$ cat src/rtl/uart_pkg.sv
// Shared UART definitions: FSM state encoding, parity sense constants and
// the default payload width. Reused by the TX framer and the RX chain.
package uart_pkg;

  localparam int UART_DATA_WIDTH = 8;

  // Parity sense selected by par_typ
  localparam logic PAR_EVEN = 1'b0;
  localparam logic PAR_ODD  = 1'b1;

  // Frame states, in transmission order
  typedef enum logic [2:0] {
    IDLE   = 3'd0,
    START  = 3'd1,
    DATA   = 3'd2,
    PARITY = 3'd3,
    STOP   = 3'd4
  } uart_state_e;

endpackage : uart_pkg

$ cat src/rtl/uart_tx_frame_if.sv
// Parallel-side handshake and serial line of the UART TX framer.
// The master is the data source; the slave is uart_tx_frame.
// Optional build macro: UART_TX_TWO_STOP_EN adds the stop_two request bit.
interface uart_tx_frame_if #(
  parameter int DATA_WIDTH     = 8,
  parameter int PRESCALE_WIDTH = 6
) ();

  logic [DATA_WIDTH-1:0]     data_in;
  logic                      data_valid;
  logic [PRESCALE_WIDTH-1:0] Prescale;
  logic                      par_en;
  logic                      par_typ;
`ifdef UART_TX_TWO_STOP_EN
  logic                      stop_two;
`endif
  logic                      tx_out;
  logic                      busy;

`ifdef UART_TX_TWO_STOP_EN
  modport master (
    output data_in, data_valid, Prescale, par_en, par_typ, stop_two,
    input  tx_out, busy
  );

  modport slave (
    input  data_in, data_valid, Prescale, par_en, par_typ, stop_two,
    output tx_out, busy
  );
`else
  modport master (
    output data_in, data_valid, Prescale, par_en, par_typ,
    input  tx_out, busy
  );

  modport slave (
    input  data_in, data_valid, Prescale, par_en, par_typ,
    output tx_out, busy
  );
`endif

endinterface : uart_tx_frame_if

$ cat src/rtl/uart_tx_parity_calc.sv
// Combinational parity generator: XOR-reduces the byte, inverting the
// result for odd parity.
module uart_tx_parity_calc
  import uart_pkg::*;
#(
  parameter int DATA_WIDTH = UART_DATA_WIDTH
) (
  input  logic [DATA_WIDTH-1:0] data,
  input  logic                  par_typ,
  output logic                  par_bit
);

  // Running XOR; the top element is the parity of the whole byte
  logic [DATA_WIDTH-1:0] xor_chain;

  assign xor_chain[0] = data[0];

  generate
    for (genvar gi = 1; gi < DATA_WIDTH; gi++) begin : g_xor
      assign xor_chain[gi] = xor_chain[gi-1] ^ data[gi];
    end
  endgenerate

  // Even parity drives the XOR itself, odd parity its complement
  assign par_bit = (par_typ == PAR_ODD) ? ~xor_chain[DATA_WIDTH-1]
                                        :  xor_chain[DATA_WIDTH-1];

endmodule : uart_tx_parity_calc

$ cat src/rtl/uart_tx_frame.sv
// UART transmit framer: start bit, DATA_WIDTH data bits LSB first,
// optional parity, stop. Each bit lasts Prescale clocks. All frame
// settings are captured on the accepting edge so the source may change
// them freely while busy is high.
// Optional build macro: UART_TX_TWO_STOP_EN (stop_two selects a double
// length stop period).
module uart_tx_frame
  import uart_pkg::*;
#(
  parameter int DATA_WIDTH     = UART_DATA_WIDTH,
  parameter int PRESCALE_WIDTH = 6
) (
  input  logic            clk,
  input  logic            rst,
  uart_tx_frame_if.slave  tx_if
);

  localparam int BIT_W = (DATA_WIDTH > 1) ? $clog2(DATA_WIDTH) : 1;
  localparam logic [BIT_W-1:0] LAST_BIT = BIT_W'(DATA_WIDTH - 1);

  uart_state_e               state_q,   state_d;
  logic [PRESCALE_WIDTH-1:0] cyc_q,     cyc_d;
  logic [BIT_W-1:0]          bit_q,     bit_d;
  logic [DATA_WIDTH-1:0]     data_q,    data_d;
  logic [PRESCALE_WIDTH-1:0] presc_q,   presc_d;
  logic                      par_en_q,  par_en_d;
  logic                      par_typ_q, par_typ_d;
  logic                      tx_q,      tx_d;
  logic                      busy_q,    busy_d;
`ifdef UART_TX_TWO_STOP_EN
  logic                      stop_two_q,   stop_two_d;
  logic                      second_stop_q, second_stop_d;
`endif

  logic [PRESCALE_WIDTH-1:0] presc_m1;
  logic                      last_cyc;
  logic [BIT_W-1:0]          bit_inc;
  logic                      par_bit;

  // Bit period ends when the cycle counter reaches latched Prescale-1;
  // Prescale is never 0 while a frame runs, so this cannot underflow.
  assign presc_m1 = presc_q - 1'b1;
  assign last_cyc = (cyc_q == presc_m1);
  assign bit_inc  = bit_q + 1'b1;

  uart_tx_parity_calc #(
    .DATA_WIDTH (DATA_WIDTH)
  ) u_parity (
    .data    (data_q),
    .par_typ (par_typ_q),
    .par_bit (par_bit)
  );

  // Next-state, counter and next-output computation for the frame FSM
  always_comb begin
    state_d   = state_q;
    cyc_d     = cyc_q;
    bit_d     = bit_q;
    data_d    = data_q;
    presc_d   = presc_q;
    par_en_d  = par_en_q;
    par_typ_d = par_typ_q;
    tx_d      = tx_q;
    busy_d    = busy_q;
`ifdef UART_TX_TWO_STOP_EN
    stop_two_d    = stop_two_q;
    second_stop_d = second_stop_q;
`endif

    case (state_q)
      IDLE: begin
        tx_d   = 1'b1;
        busy_d = 1'b0;
        if (tx_if.data_valid && (tx_if.Prescale != '0)) begin
          data_d    = tx_if.data_in;
          presc_d   = tx_if.Prescale;
          par_en_d  = tx_if.par_en;
          par_typ_d = tx_if.par_typ;
`ifdef UART_TX_TWO_STOP_EN
          stop_two_d    = tx_if.stop_two;
          second_stop_d = 1'b0;
`endif
          cyc_d   = '0;
          bit_d   = '0;
          tx_d    = 1'b0;
          busy_d  = 1'b1;
          state_d = START;
        end
      end

      START: begin
        if (last_cyc) begin
          cyc_d   = '0;
          tx_d    = data_q[0];
          state_d = DATA;
        end else begin
          cyc_d = cyc_q + 1'b1;
        end
      end

      DATA: begin
        if (last_cyc) begin
          cyc_d = '0;
          if (bit_q == LAST_BIT) begin
            if (par_en_q) begin
              tx_d    = par_bit;
              state_d = PARITY;
            end else begin
              tx_d    = 1'b1;
              state_d = STOP;
            end
          end else begin
            bit_d = bit_inc;
            tx_d  = data_q[bit_inc];
          end
        end else begin
          cyc_d = cyc_q + 1'b1;
        end
      end

      PARITY: begin
        if (last_cyc) begin
          cyc_d   = '0;
          tx_d    = 1'b1;
          state_d = STOP;
        end else begin
          cyc_d = cyc_q + 1'b1;
        end
      end

      STOP: begin
        if (last_cyc) begin
          cyc_d = '0;
`ifdef UART_TX_TWO_STOP_EN
          if (stop_two_q && !second_stop_q) begin
            // Re-arm the counter for the second stop period; line stays high
            second_stop_d = 1'b1;
          end else begin
            busy_d  = 1'b0;
            state_d = IDLE;
          end
`else
          busy_d  = 1'b0;
          state_d = IDLE;
`endif
        end else begin
          cyc_d = cyc_q + 1'b1;
        end
      end

      default: begin
        tx_d    = 1'b1;
        busy_d  = 1'b0;
        cyc_d   = '0;
        bit_d   = '0;
        state_d = IDLE;
      end
    endcase
  end

  // FSM state, counters, latched frame settings and registered outputs
  always_ff @(posedge clk) begin
    if (rst) begin
      state_q   <= IDLE;
      cyc_q     <= '0;
      bit_q     <= '0;
      data_q    <= '0;
      presc_q   <= '0;
      par_en_q  <= 1'b0;
      par_typ_q <= PAR_EVEN;
      tx_q      <= 1'b1;
      busy_q    <= 1'b0;
`ifdef UART_TX_TWO_STOP_EN
      stop_two_q    <= 1'b0;
      second_stop_q <= 1'b0;
`endif
    end else begin
      state_q   <= state_d;
      cyc_q     <= cyc_d;
      bit_q     <= bit_d;
      data_q    <= data_d;
      presc_q   <= presc_d;
      par_en_q  <= par_en_d;
      par_typ_q <= par_typ_d;
      tx_q      <= tx_d;
      busy_q    <= busy_d;
`ifdef UART_TX_TWO_STOP_EN
      stop_two_q    <= stop_two_d;
      second_stop_q <= second_stop_d;
`endif
    end
  end

  assign tx_if.tx_out = tx_q;
  assign tx_if.busy   = busy_q;

endmodule : uart_tx_frame
$ cat src/flat_wrapper.sv
// flat-port wrapper written by rule: the top's interface ports become plain ports
module uart_tx_frame_flat import uart_pkg::*;
#(
  parameter int DATA_WIDTH     = UART_DATA_WIDTH,
  parameter int PRESCALE_WIDTH = 6
)
  (clk, rst, tx_if_data_in, tx_if_data_valid, tx_if_Prescale, tx_if_par_en, tx_if_par_typ, tx_if_tx_out, tx_if_busy);
  uart_tx_frame_if #(.DATA_WIDTH(DATA_WIDTH), .PRESCALE_WIDTH(PRESCALE_WIDTH)) tx_if_i ();
  input  logic clk;
  input  logic rst;
  input wire logic [$bits(tx_if_i.data_in)-1:0] tx_if_data_in;
  input wire logic [$bits(tx_if_i.data_valid)-1:0] tx_if_data_valid;
  input wire logic [$bits(tx_if_i.Prescale)-1:0] tx_if_Prescale;
  input wire logic [$bits(tx_if_i.par_en)-1:0] tx_if_par_en;
  input wire logic [$bits(tx_if_i.par_typ)-1:0] tx_if_par_typ;
  output wire logic [$bits(tx_if_i.tx_out)-1:0] tx_if_tx_out;
  output wire logic [$bits(tx_if_i.busy)-1:0] tx_if_busy;
  assign tx_if_i.data_in = tx_if_data_in;
  assign tx_if_i.data_valid = tx_if_data_valid;
  assign tx_if_i.Prescale = tx_if_Prescale;
  assign tx_if_i.par_en = tx_if_par_en;
  assign tx_if_i.par_typ = tx_if_par_typ;
  assign tx_if_tx_out = tx_if_i.tx_out;
  assign tx_if_busy = tx_if_i.busy;
  uart_tx_frame #(.DATA_WIDTH(DATA_WIDTH), .PRESCALE_WIDTH(PRESCALE_WIDTH)) u_core (.clk(clk), .rst(rst), .tx_if(tx_if_i));
endmodule
$ cat config.mk
export PLATFORM = sky130hd
export DESIGN_NAME = uart_tx_frame_flat
export DESIGN_NICKNAME = d
export VERILOG_FILES = /design/src/rtl/uart_pkg.sv /design/src/rtl/uart_tx_frame_if.sv /design/src/rtl/uart_tx_parity_calc.sv /design/src/rtl/uart_tx_frame.sv /design/src/flat_wrapper.sv
export SDC_FILE = /design/constraint.sdc
export NUM_CORES = 1
export LEC_CHECK = 0
export ABC_AREA = 1
export CAP_MARGIN = 20
export CORE_MARGIN = 2
export CORE_UTILIZATION = 45
export CTS_BUF_LIST = sky130_fd_sc_hd__clkbuf_8
export CTS_CLUSTER_SIZE = 24
export DETAILED_ROUTE_END_ITERATION = 12
export PLACE_DENSITY = 0.66
export SLEW_MARGIN = 20
export SYNTH_ARGS = -nofsm -noshare
export SYNTH_HDL_FRONTEND = slang
export SYNTH_HIERARCHICAL = 1
export SYNTH_SLANG_ARGS = --single-unit
$ cat constraint.sdc
create_clock -name clk -period 1.8 [get_ports clk]
set_clock_uncertainty 0.1 [all_clocks]
set_input_delay 0.36 -clock clk [delete_from_list [all_inputs] [get_ports clk]]
set_output_delay 0.36 -clock clk [all_outputs]
set_load 0.01 [all_outputs]
### Word-level counts from Yosys, hierarchy flattened

Index checks and enable logic that the tools add are counted.

* logic and storage cells: 76
* input port bits: 19
* output and inout port bits: 2
* register bits: 30

* magnitude comparators: 1
* eq/ne operators: 13
* reductions and logical operators: 11
* multiplexer cells: 28
* bitwise operators: 11
* $add $sub $neg: 3

Operator list (count)
* $mux W3: 10
* $pmux W3 S5: 1
* $mux W6: 2
* $ne A2 B1 Y1 const B: 6
* $pmux W6 S2: 1
* $mux W1: 10
* $pmux W3 S3: 1
* $reduce_and A4 Y1: 2
* $xor A1 B1 Y1: 7
* $add A6 B1 Y6 const B: 1
* $eq A3 B2 Y1 const B: 2
* $eq A3 B3 Y1 const B: 2
* $eq A6 B6 Y1: 1
* $reduce_and A6 Y1: 1
* $reduce_bool A6 Y1: 1
* $reduce_or A3 Y1: 2
* $sub A6 B1 Y6 const B: 1
* $pmux W1 S5: 1
* $lt A3 B4 Y1 const B: 1
* $not A1 Y1: 4
* $reduce_and A2 Y1: 2
* $reduce_or A4 Y1: 1
* $add A3 B1 Y3 const B: 1
* $bmux W1 S3: 1
* other kinds (5): 5

### Depth between registers and ports, before layout

* depth in word-level cells: 13
* gate-level depth with buffers: 15

### By module

The synthesis kept the hierarchy.

Modules (own cells, without submodules)
* uart_tx_frame: area an instance 1611.5 um^2, instances 1, cells an instance 238, seq. area each 600.6 um^2
* uart_tx_parity_calc: area an instance 171.4 um^2, instances 1, cells an instance 38, seq. area each 0.0 um^2

### Least setup slack after synthesis

No wires, ideal clock.

* path kind: register to register
* start: register u_core.presc_q[0]
* end: register u_core.bit_q[0]
* path slack: 0.140 ns
* path buffers: 0
* required time: 1.568 ns
* arrival time: 1.428 ns
* cell stages (with the launch flop): 11
* path through: dfxtp_1 inv_2 ha_1 xor2_1 nand3_1 nor2_1 nand3_2 nand2_1 nand2_1 nand2_1 a21oi_1

* cells in the longest elaborated chain, start to end: 4

Ends and longest elaborated chain
* from (decl): line uart_tx_frame.sv:25 `logic [PRESCALE_WIDTH-1:0] presc_q, presc_d;`
* from (signal assigned): line uart_tx_frame.sv:182 `presc_q <= presc_d;`
* $sub A6 B1 Y6: line uart_tx_frame.sv:42 `assign presc_m1 = presc_q - 1'b1;`
* $eq A6 B6 Y1: line uart_tx_frame.sv:43 `assign last_cyc = (cyc_q == presc_m1);`
* $ne A2 B1 Y1 (no line)
* $reduce_and A4 Y1 (no line)
* to (signal assigned): line uart_tx_frame.sv:180 `bit_q <= bit_d;`
* to (decl): line uart_tx_frame.sv:23 `logic [BIT_W-1:0] bit_q, bit_d;`

No other way between the ends.
A chain may end at the register's enable or synchronous reset.

### Final worst setup path

* start: register u_core.presc_q[1]
* end: register u_core.state_q[2]

* cells in the longest elaborated chain, start to end: 4
* elaborated cells on any way between the ends: 7
* those cells by class: add/sub: 1; eq/ne: 5; reduce/logical: 1

Ends and longest elaborated chain
* $sub A6 B1 Y6 *: line uart_tx_frame.sv:42
* $eq A6 B6 Y1 *: line uart_tx_frame.sv:43
* $ne A2 B1 Y1 (no line)
* $reduce_and A6 Y1 (no line) *
* to (signal assigned): line uart_tx_frame.sv:178 `state_q <= state_d;`
* to (decl): line uart_tx_frame.sv:21 `uart_state_e state_q, state_d;`

Every way passes the cells marked *; elsewhere a longest branch is shown, timed or not.

==> qor.yml <==
first_pass_iters: 5
rows: 22
numCtsBuffers: 5
ios: 21
cts_root_buf: "clkbuf_8"
grt_max_degree: 24
path_clk_slew_ps: 60
place.gp.congestion: 0.918
syn_nets: 299
fill_cells: 364
hold_viol: 0
worst-endpoint-required_ps: 1900
synthAdderAreaFrac_pct: 2.81
synth_compound_area_share_pct: 13.3
grt_pass1_wl_um: 7020
slew_violations: 0
antenna_found_initial: 0
vias: 1776
area_delta_synth_final_pct: 31.2
die_y_um: 66.9
ys_seq_area_share_pct: 33.7
hold_path_class: "flip-flop to flip-flop"
dr.first_iter.drc_count: 122
finalSetupTns_ps: 0
synth_xor_area_share_pct: 4.98
fin_crit_sh_pct: 97.8
die_x_um: 66.9
yosys_warnings: 6
start_util_pct: 47.6
syn_area_per_cell_sq_um: 6.46
clock_latency_ps: 280
synthSimpleGateAreaFrac_pct: 34.9
critPathKind: "flip-flop to flip-flop"
cts.path.max_buffers: 2
worst_pin_slew_ps: 423
hpwl_um: 3210
status: "completed"
cap_violations: 0
relSlewSlack_pct: 71.7
grt_overflow: 0
grt_usage_pct: 21.0
clock-sinks: 30
wl_per_cell_um: 12.0
ys_ff_latch: 30
crit_arrival_ps: 1860
fmax_ghz: 0.568
final_nets: 338
power_per_cell_area_nw_per_um2: 1350
die_area_sq_um: 4480
netlist_instances: 276
antennaDiodeCount: 0
power.leakage_nw: 1.03
drive_gt1_share_pct: 20.0
coreArea_sq_um: 3740
critPathLaunchType: "flip-flop"
cts_tree: "done"
synth.distinct_cells: 23
synth_top_family_by_area: "simple AND/OR/NAND/NOR gates"
htree_levels: 2
synth.area.mux_share_pct: 0
grt_pass1_vias: 1599
grt_setup_unrepaired: "yes"
synthesis.area_sq_um: 1780
portBuffers: 20
routed_wl_um: 4370
peakVddDrop_uv: 831
via_per_inst: 4.89
finalSetupViolations: 0
drc: 0
final_util_pct: 62.5
antenna_left: 0
fin_crit_ps: 1760
endpoint_kind: "flip-flop"
path_max_fanout: 5
[layout make-up]
type	instances	area, sq um	area share [%]
clock inverter	2	7.51	0.321
inverter	43	161	6.90
timing repair buffer	37	340	14.6
sequential	30	611	26.1
tap	48	60.1	2.57
clock buffer	5	68.8	2.94
multi-input combinational	198	1090	46.6
[worst paths after layout]
check | start | end | slack (ps) | depth (start not counted)
worst max-delay path | u_core/presc_q[1] | u_core/state_q[2] | 40 | 9
worst min-delay path | u_core/tx_if.busy | u_core/tx_if.busy | 360 | 2
worst max register to register | u_core/presc_q[1] | u_core/state_q[2] | 40 | 9
worst min register to register | u_core/tx_if.busy | u_core/tx_if.busy | 360 | 2
[per-layer routing]
metal	part of all wire [%]	global-route usage [%]
met4	0.96	6.89
met3	4.2	4.22
met2	44	34.5
met1	50	27.3
met5	0	0
[worst max-delay path, cell delays in order (launching register included)]
cell and delay (ps):
dfxtp_2 340, inv_2 50, ha_4 270, xor2_2 120, nand3_1 100, nor2_2 160
nand3_4 140, nand2_4 140, nand4_1 100, a21oi_1 150
[Yosys cell counts]
cell / instances / share of area (%)
a31oi_1: 1 / 0.35
buf_2: 4 / 1.1
xor2_1: 6 / 2.9
nor2_2: 2 / 0.70
xnor2_1: 1 / 0.49
nor3_2: 2 / 1.1
clkbuf_1: 1 / 0.21
nand2_2: 5 / 1.8
a21oi_1: 27 / 7.6
nand3_2: 2 / 1.1
nor3_1: 3 / 0.84
ha_1: 4 / 2.8
nand3_1: 28 / 7.9
o211ai_1: 2 / 0.84
nor2_1: 26 / 5.5
nor2_4: 1 / 0.63
nand2_1: 68 / 14
xor2_4: 1 / 1.5
o21ai_0: 16 / 4.5
inv_2: 4 / 0.84
dfxtp_1: 30 / 34
nand4_1: 3 / 1.1
inv_1: 39 / 8.2
[cell families (layout without fill, tap and decap cells)]
logic type	Yosys count	in the layout
AOI/OAI and AO/OA	46	46
xor gates and xnor gates	8	8
buffers and inverters	48	87
and+or+nand+nor	140	140
DFF	30	30
adders and majority gates	4	4
[cell usage in the layout, fill, tap and decap left out, types with 4 or more instances in the layout]
master           netlist  final
inv_2                  4      5
buf_4                  0     16
xor2_1                 6      5
inv_1                 39     40
nor2_1                26     24
nand2_4                0      4
nor2_2                 2      4
clkbuf_8               0      5
nand2_1               68     61
clkdlybuf4s50_1        0     20
dfxtp_1               30     22
dfxtp_2                0      8
nand2_2                5      8
a21oi_1               27     25
o21ai_0               16     15
nand3_1               28     27
[through the flow]
stage | area (sq um) | power [mW] | setup WS (ps) | std cells | hold WS (ps)
4_1_cts | 2250 | 3.00 | 15.3 | 362 | 366
5_1_grt | 2340 | 3.40 | -117 | 363 | 396
6_report | 2340 | 3.15 | 40.0 | 363 | 362
2_1_floorplan | 1780 | 1.98 | 140 | 276 | 329
3_3_place_gp | 2150 | 2.42 | -119 | 355 | 345
3_5_place_dp | 2150 | 2.45 | -134 | 355 | 358
[power breakdown]
group / leakage [nW] / internal [mW] / switching [mW]
Clock: 0.0466 / 0.254 / 0.241
Combinational: 0.738 / 0.696 / 0.990
Sequential: 0.249 / 0.825 / 0.139
[timing repair]
action,CTS,global route
gates cloned,0,0
buffers inserted,0,1
hold buffers,0,0
resized for setup,8,24
endpoints found under the hold margin,0,0
endpoints found under the setup margin,10,14
pin swaps,4,11
[registers in the layout, summed over array words and instances (netlist names)]
signal	flops
u_core/bit_q	3
u_core/tx_if.tx_out	1
u_core/par_en_q	1
u_core/state_q	3
u_core/par_typ_q	1
u_core/presc_q	6
u_core/data_q	8
u_core/cyc_q	6
u_core/tx_if.busy	1
Note: power is estimated with default switching activity, not from simulation.
